==> src/rtl/pc_fetch_unit.sv <==
// Instruction fetch stage: holds the PC, drives the ROM word address and resolves
// next-PC for sequential, beq/bne, j/jal and jr flow, with a sticky fault on bad PCs.
module pc_fetch_unit #(
  parameter logic [31:0] RESET_PC  = 32'h0000_0000,
  parameter int unsigned ADDR_W    = 5,
  parameter int unsigned ROM_DEPTH = 21
) (
  input  logic              clk,
  input  logic              resetn,
  output logic [ADDR_W-1:0] rom_addr,
  input  logic [31:0]       rom_inst,
  input  logic              stall,
  input  logic              rs_eq_rt,
  input  logic [31:0]       rs_value,
  output logic [31:0]       pc,
  output logic [31:0]       inst,
  output logic              inst_valid,
  output logic [31:0]       link_addr,
  output logic              fetch_err,
  output logic [31:0]       fetch_cnt
);

  localparam logic [5:0] OpSpecial = 6'b000000;
  localparam logic [5:0] OpJ       = 6'b000010;
  localparam logic [5:0] OpJal     = 6'b000011;
  localparam logic [5:0] OpBeq     = 6'b000100;
  localparam logic [5:0] OpBne     = 6'b000101;
  localparam logic [5:0] FunctJr   = 6'b001000;

  typedef enum logic [1:0] {StIdle, StRun, StHalt} state_e;

  state_e      state_q, state_d;
  logic [31:0] pc_q, pc_d;
  logic [31:0] cnt_q, cnt_d;
  logic        err_q, err_d;

  logic [31:0] word_idx;
  logic        range_ok;
  logic [31:0] pc_plus4;
  logic [31:0] br_target;
  logic [31:0] next_pc;
  logic [5:0]  op;
  logic [5:0]  funct;

  assign word_idx = 32'(pc_q[ADDR_W+1:2]);
  assign range_ok = (pc_q[1:0] == 2'b00) && (pc_q[31:ADDR_W+2] == '0) &&
                    (word_idx < ROM_DEPTH);

  assign op        = rom_inst[31:26];
  assign funct     = rom_inst[5:0];
  assign pc_plus4  = pc_q + 32'd4;
  assign br_target = pc_plus4 + {{14{rom_inst[15]}}, rom_inst[15:0], 2'b00};

  always_comb begin
    next_pc = pc_plus4;
    case (op)
      OpBeq:       if (rs_eq_rt)  next_pc = br_target;
      OpBne:       if (!rs_eq_rt) next_pc = br_target;
      OpJ, OpJal:  next_pc = {pc_plus4[31:28], rom_inst[25:0], 2'b00};
      OpSpecial:   if (funct == FunctJr) next_pc = rs_value;
      default:     next_pc = pc_plus4;
    endcase
  end

  // A bad PC faults on the next edge whatever stall says; HALT is left only by reset.
  always_comb begin
    state_d = state_q;
    pc_d    = pc_q;
    cnt_d   = cnt_q;
    err_d   = err_q;
    case (state_q)
      StIdle: begin
        if (range_ok) begin
          state_d = StRun;
        end else begin
          state_d = StHalt;
          err_d   = 1'b1;
        end
      end
      StRun: begin
        if (!range_ok) begin
          state_d = StHalt;
          err_d   = 1'b1;
        end else if (!stall) begin
          pc_d  = next_pc;
          cnt_d = cnt_q + 32'd1;
        end
      end
      default: state_d = StHalt;
    endcase
  end

  always_ff @(posedge clk or negedge resetn) begin
    if (!resetn) begin
      state_q <= StIdle;
      pc_q    <= RESET_PC;
      cnt_q   <= 32'd0;
      err_q   <= 1'b0;
    end else begin
      state_q <= state_d;
      pc_q    <= pc_d;
      cnt_q   <= cnt_d;
      err_q   <= err_d;
    end
  end

  assign inst_valid = (state_q == StRun) && range_ok;
  assign inst       = inst_valid ? rom_inst : 32'h0;
  assign rom_addr   = pc_q[ADDR_W+1:2];
  assign pc         = pc_q;
  assign link_addr  = pc_plus4;
  assign fetch_err  = err_q;
  assign fetch_cnt  = cnt_q;

endmodule

==> config.mk <==
export PLATFORM = sky130hd
export DESIGN_NAME = pc_fetch_unit
export DESIGN_NICKNAME = d
export VERILOG_FILES = /design/src/rtl/pc_fetch_unit.sv
export SDC_FILE = /design/constraint.sdc
export NUM_CORES = 1
export LEC_CHECK = 0
export CELL_PAD_IN_SITES_DETAIL_PLACEMENT = 0
export CELL_PAD_IN_SITES_GLOBAL_PLACEMENT = 1
export CORE_MARGIN = 3
export CORE_UTILIZATION = 30
export DETAILED_ROUTE_END_ITERATION = 12
export HOLD_SLACK_MARGIN = 0.05
export PLACE_DENSITY_LB_ADDON = 0.1
export SYNTH_ARGS = -nofsm -noshare
export SYNTH_HDL_FRONTEND = slang
export SYNTH_SLANG_ARGS = --single-unit
==> constraint.sdc <==
create_clock -name clk -period 3.7 [get_ports clk]
set_input_delay 0.74 -clock clk [delete_from_list [all_inputs] [get_ports clk]]
set_output_delay 0.74 -clock clk [all_outputs]
set_load 0.01 [all_outputs]
==> results of run 1 <==
[routing by layer]
metal / vias to the layer above / routed length, um
met1: 2797 / 9760
met4: 0 / 300
met5: - / 0
met2: 164 / 10100
met3: 23 / 864
li1: 2769 / -
[synthesized netlist by cell type, types with 2 or more instances]
cell       n  area share
xnor2_1   59       0.097
a222oi_1  13       0.024
o21a_1     6      0.0085
a211oi_1   4      0.0056
nand3b_1   3      0.0042
and2_1     4      0.0047
nand2_1   45       0.032
nand4_1   12       0.014
a31oi_1    6      0.0071
xor2_1    27       0.044
nor3_1     7      0.0066
o21ai_0   39       0.037
a21o_1    13       0.018
a221oi_1   2      0.0033
nand3_1   26       0.024
nor4_1     8      0.0094
o211ai_1   2      0.0028
or3_1      2      0.0024
a211o_1    2      0.0033
buf_4      9       0.013
inv_1     11      0.0078
a22o_1    16       0.026
nand2b_1   4      0.0047
a41oi_1    2      0.0033
o31ai_1    4      0.0056
clkbuf_1  21       0.015
dfrtp_1   67        0.31
a21oi_1   41       0.039
nor2b_1    4      0.0047
and4_1     8       0.013
nor4b_1    2      0.0033
and3_1    51       0.060
ha_1      37       0.087
nor2_1    20       0.014
o21bai_1  10       0.014
[cell type report]
cell class                      count  area, um^2
Timing Repair Buffer              284        2650
Fill cell                        1644        8750
Multi-Input combinational cell    492        3690
Sequential cell                    67        1680
Clock buffer                        9         225
Tap cell                          225         282
Clock inverter                      7        45.0
Inverter                           11        41.3
[sequential cells by signal (all words and copies together), names as in the netlist]
name and cells:
fetch_cnt 32, pc 32, state_q 2, fetch_err 1
[final timing paths]
kind / start / end
max: pc[10] / link_addr[24]
min: fetch_cnt[31] / fetch_cnt[31]
max reg2reg: pc[10] / pc[31]
min reg2reg: fetch_cnt[31] / fetch_cnt[31]
max in group asynchronous: resetn / pc[4]
min in group asynchronous: resetn / fetch_cnt[9]
[power breakdown]
group          total, W  switching [W]  internal, W
clock network  0.000802       0.000351     0.000451
logic          0.000837       0.000394     0.000443
registers      0.000808      0.0000396     0.000769
[cells by family (layout without fill, tap and decap cells)]
group           Yosys count  after routing  share of synthesized area
fa+ha+maj                38             38                     0.0907
xor+xnor                 86             86                      0.142
buf+inv                  42            311                     0.0362
simple gates            206            206                      0.215
compound gates          162            162                      0.201
flops                    67             67                      0.315
[through the flow]
stage                     std cells  setup TNS [ps]  total power (W)  hold slack [ps]
after floorplan                 601               0          0.00121              444
after global placement         1071            -165          0.00163              461
after detailed placement       1071            -515          0.00163              462
after CTS                      1088               0          0.00245              475
after global routing           1095            -232          0.00259              490
final                          1095               0          0.00245              470
[what timing repair did]
item / 4_1_cts / 5_1_grt
hold endpoints to repair: 0 / 0
resized for setup: 10 / 38
setup endpoints to repair: 31 / 38
pin swaps: 1 / 15
setup buffers: 1 / 7
==> reports/qor.csv, run 1 <==
stage;metric;value;unit
outcome;status;finished clean;
cts;cts_tree;done;
route;routed_wl;21.0;mm
place;globalplace.congestion;0.918;
place;place_ws;-119;ps
finish;final_core_util;0.496;
floorplanning;die_h;139;um
worst_setup_path;slowest_stage;clkdlybuf4s50_1;
grt;met1_usage;0.295;
sta;worst_pin_slew;946;ps
worst_setup_path;worstPathArrival;2850;ps
power_and_ir_drop;leakagePower;3.97;nW
logic_synthesis;synthDistinctLibCells;49;
grt;antenna_found_initial;0;
worst_setup_path;slowest_delay;550;ps
logic_synthesis;async_reset_ff_frac;1.00;
cts;cts_hold_buffers;0;
cts;cts_sinks;67;
route;vias;5753;
logic_synthesis;synth-seq-cells;67;
worst_setup_path;reg2reg_depth;17;
sta;timing.final.ws_setup;109;ps
finish;final_cell_area;8600;um^2
floorplanning;start_util;0.307;
logic_synthesis;netlist_area;5320;um^2
sta;slew_headroom;0.369;
sta;fmax;0.278;GHz
grt;gr-total-overflow;0;
floorplanning;die_area;19400;um^2
grt;grt_start_max_net_pins;68;
sta;finalClockSkew;12.2;ps
cts;root_buffer;clkbuf_16;
worst_setup_path;startpoint_type;register;
worst_setup_path;crit_chain;and4_1 -> and4_4 -> and3_4 -> nand3_4 -> nor2_4 -> nand3_1 -> xnor2_2 -> buf_4 -> buf_4 -> clkdlybuf4s50_1;
worst_setup_path;critPathCaptureType;output pin;
sta;setup_viol;0;
finish;final_cell_mix;clkdlybuf4s50_1, buf_4, dfrtp_1, xnor2_1, and3_1;
place;place_area;8060;um^2
finish;area_growth;61.7;%
route;route.detailed.drc;0;
cts;cts-htree-levels;3;
route;drt_iter0_drc;321;
power_and_ir_drop;ir_drop;212;uV
place;buffer_ports.inserted;202;
worst_setup_path;crit_family;simple AND/OR/NAND/NOR gates;
flow_run;cap_violations;0;
floorplanning;die_x;139;um
finish;drive_above_1_share;0.164;
worst_setup_path;path_buf_inv;3;
logic_synthesis;yosysWarnings;0;
worst_setup_path;path_depth;10;
sta;drv_slew;0;
logic_synthesis;synth_ff_type;dfrtp_1;
sta;final_hold_viol_count;0;
logic_synthesis;synth_area_per_cell;8.86;um^2
cts;path_clk_slew;60;ps
worst_setup_path;r2r_slack;160;ps
cts;cts_buffer_depth;2;
cts;cts_buffers;9;
worst_setup_path;path_max_fanout;4;
logic_synthesis;synth_nets;707;
hold_path;hold_class;register to register;
grt;grt_pass1_vias;6001;
worst_setup_path;path_common_cell;buf_4;
worst_setup_path;setup.worst_path.class;register to output pin;
floorplanning;fp.coreArea;17400;um^2
grt;use_met2;0.358;
power_and_ir_drop;power_density;284;nW/um^2
logic_synthesis;postSynthCellCount;601;
sta;fin_crit_sh;0.970;
floorplanning;num_rows;48;
sta;min_period;3590;ps
grt;grt_usage;0.215;
grt;grt_first_pass_wirelength;33.5;mm
route;antenna_left;0;
route;wire_per_inst;19.2;um
floorplanning;num_io_pins;203;
place;dpl.hpwl;16.2;mm
logic_synthesis;synth_edf_count;0;
hold_path;worstHoldPathCells;1;
route;via_per_inst;5.25;
finish;antenna_cells;0;
grt;top_usage_layer;met2;
finish;final_common_cell;clkdlybuf4s50_1;
route;drt_first_pass_iters;5;
finish;fin_nets;971;
worst_setup_path;worstPathRequired;2960;ps
logic_synthesis;ys_seq_area_frac;0.315;
grt;grt.met3_usage;0.0293;
cts;clock_latency;340;ps
No activity file was read; power rests on OpenSTA's default activity.
==> inputs of run 2 (changes only) <==
Settings changed: TNS_END_PERCENT set to 20.
==> reports/qor.csv, run 2 (synthesis gave the netlist of run 1 again) <==
stage;metric;value;unit;change
outcome;status;finished clean;;
floorplanning;die_h;139;um;unchanged
sta;min_period;3590;ps;-5.60 ps
cts;cts_buffer_depth;2;;unchanged
sta;fin_setup_tns;0;ps;unchanged
sta;fmax;0.279;GHz;+0.16%
floorplanning;num_rows;48;;unchanged
grt;grt_first_pass_wirelength;33.5;mm;unchanged
finish;antenna_cells;0;;unchanged
sta;drv_slew;0;;unchanged
flow_run;cap_violations;0;;unchanged
sta;slew_headroom;0.375;;+0.00583
power_and_ir_drop;leakagePower;3.95;nW;-0.46%
finish;fin_nets;970;;-0.10%
route;drt_first_pass_iters;5;;unchanged
floorplanning;num_io_pins;203;;unchanged
cts;path_clk_slew;60;ps;about the same
route;drt_iter0_drc;313;;-2.5%
cts;cts_tree;done;;
route;routed_wl;21.0;mm;+0.10%
finish;drive_above_1_share;0.167;;+0.00249
worst_setup_path;path_common_cell;buf_4;;
sta;finalClockSkew;12.5;ps;+0.255 ps
worst_setup_path;setup.worst_path.class;register to output pin;;
route;wire_per_inst;19.2;um;+0.20%
floorplanning;start_util;0.307;;unchanged
finish;final_common_cell;clkdlybuf4s50_1;;
place;buffer_ports.inserted;202;;unchanged
floorplanning;fp.coreArea;17400;um^2;unchanged
hold_path;hold_class;register to register;;
worst_setup_path;startpoint_type;register;;
finish;finalNonFillerCells;1094;;-0.091%
cts;cts_buffers;9;;unchanged
finish;final_cell_area;8600;um^2;unchanged
sta;setup_viol;0;;unchanged
grt;grt_usage;0.215;;unchanged
worst_setup_path;slowest_delay;550;ps;about the same
cts;cts-htree-levels;3;;unchanged
finish;final_core_util;0.496;;unchanged
finish;area_growth;61.7;%;unchanged
sta;worst_pin_slew;937;ps;-8.74 ps
route;via_per_inst;5.28;;+0.49%
worst_setup_path;crit_chain;and4_1 -> and4_4 -> and3_4 -> nand3_4 -> nor2_4 -> nand3_1 -> xnor2_2 -> buf_4 -> buf_4 -> clkdlybuf4s50_1;;
sta;whs;470;ps;-0.0130 ps
worst_setup_path;critPathCaptureType;output pin;;
grt;gr-total-overflow;0;;unchanged
floorplanning;die_area;19400;um^2;unchanged
power_and_ir_drop;power_density;284;nW/um^2;-0.13%
finish;final_cell_mix;clkdlybuf4s50_1, buf_4, dfrtp_1, xnor2_1, and3_1;;
cts;root_buffer;clkbuf_16;;
place;dp_cells;1071;;unchanged
route;route.detailed.drc;0;;unchanged
place;dpl.hpwl;16.2;mm;unchanged
worst_setup_path;slowest_stage;clkdlybuf4s50_1;;
route;vias;5776;;+0.40%
worst_setup_path;path_max_fanout;4;;unchanged
cts;cts_sinks;67;;unchanged
grt;antenna_found_initial;0;;unchanged
worst_setup_path;worstPathRequired;2960;ps;about the same
place;place_area;8060;um^2;unchanged
route;antenna_left;0;;unchanged
floorplanning;die_x;139;um;unchanged
finish;seqCellArea;1680;um^2;unchanged
grt;grt_start_max_net_pins;68;;unchanged
place;globalplace.congestion;0.918;;unchanged
power_and_ir_drop;ir_drop;214;uV;+0.99%
grt;grt_pass1_vias;6001;;unchanged
finish;multi_input_area;3700;um^2;+0.34%
worst_setup_path;worstPathArrival;2850;ps;about the same
cts;clock_latency;340;ps;about the same
sta;fin_crit_sh;0.969;;-0.00151
sta;final_hold_viol_count;0;;unchanged
finish;nFillCells;1645;;+0.061%
==> run 2: final timing paths <==
check / end / startpoint / slack, ps / cells past startpoint
worst max register to register: pc[31] / pc[10] / 150 / 17
min in group asynchronous: fetch_cnt[9] / resetn / 620 / 2
worst max-delay path: link_addr[24] / pc[10] / 110 / 10
worst min register to register: fetch_cnt[31] / fetch_cnt[31] / 470 / 1
worst min-delay path: fetch_cnt[31] / fetch_cnt[31] / 470 / 1
max in group asynchronous: pc[14] / resetn / 2470 / 2
==> run 2: final cells by class <==
| class | count | area share |
|---|---|---|
| Multi-Input combinational cell | 492 | 0.430 |
| Clock inverter | 7 | 0.00523 |
| Clock buffer | 9 | 0.0262 |
| Timing Repair Buffer | 283 | 0.306 |
| Inverter | 11 | 0.00480 |
| Tap cell | 225 | 0.0327 |
| Sequential cell | 67 | 0.195 |
==> run 2: stage by stage <==
step | total power [W] | setup WS (ps)
4_1_cts | 0.00245 | 3.36
2_1_floorplan | 0.00121 | 2.88
3_3_place_gp | 0.00163 | -61.5
3_5_place_dp | 0.00163 | -119
5_1_grt | 0.00258 | -61.4
6_report | 0.00244 | 115
==> run 2: where the power goes <==
part | switching (W) | total [W] | internal (W)
logic | 0.000394 | 0.000833 | 0.000439
registers | 0.0000398 | 0.000809 | 0.000769
clock network | 0.000352 | 0.000803 | 0.000451
total | 0.000786 | 0.00244 | 0.00166
==> run 2: layer usage <==
metal | global-route usage | share of wire | vias up
met5 | 0 | 0 | -
met4 | 0.0530 | 0.016 | 0
met3 | 0.0293 | 0.044 | 23
met2 | 0.358 | 0.48 | 163
met1 | 0.295 | 0.46 | 2824
li1 | - | - | 2766
==> run 2: repair_timing <==
item	in CTS	in global routing
hold buffers	0	0
setup buffers	1	6
gates resized for setup	10	40
endpoints found under the setup margin	31	38
pin swaps	1	15
==> run 2: worst max-delay path: cells and delay by family, from the launching register on <==
| kind | cells | cell delay, ps |
|---|---|---|
| AND/OR/NAND/NOR | 6 | 1090 |
| buffers and inverters | 3 | 790 |
| flip-flops | 1 | 340 |
| XOR/XNOR | 1 | 280 |
==> inputs of run 3 (changes only) <==
Settings changed: ABC_CLOCK_PERIOD_IN_PS set to 3700, SLEW_MARGIN set to 20.
==> results of run 3 <==
No change in the layout: final DEF, timing and power equal those of run 2.
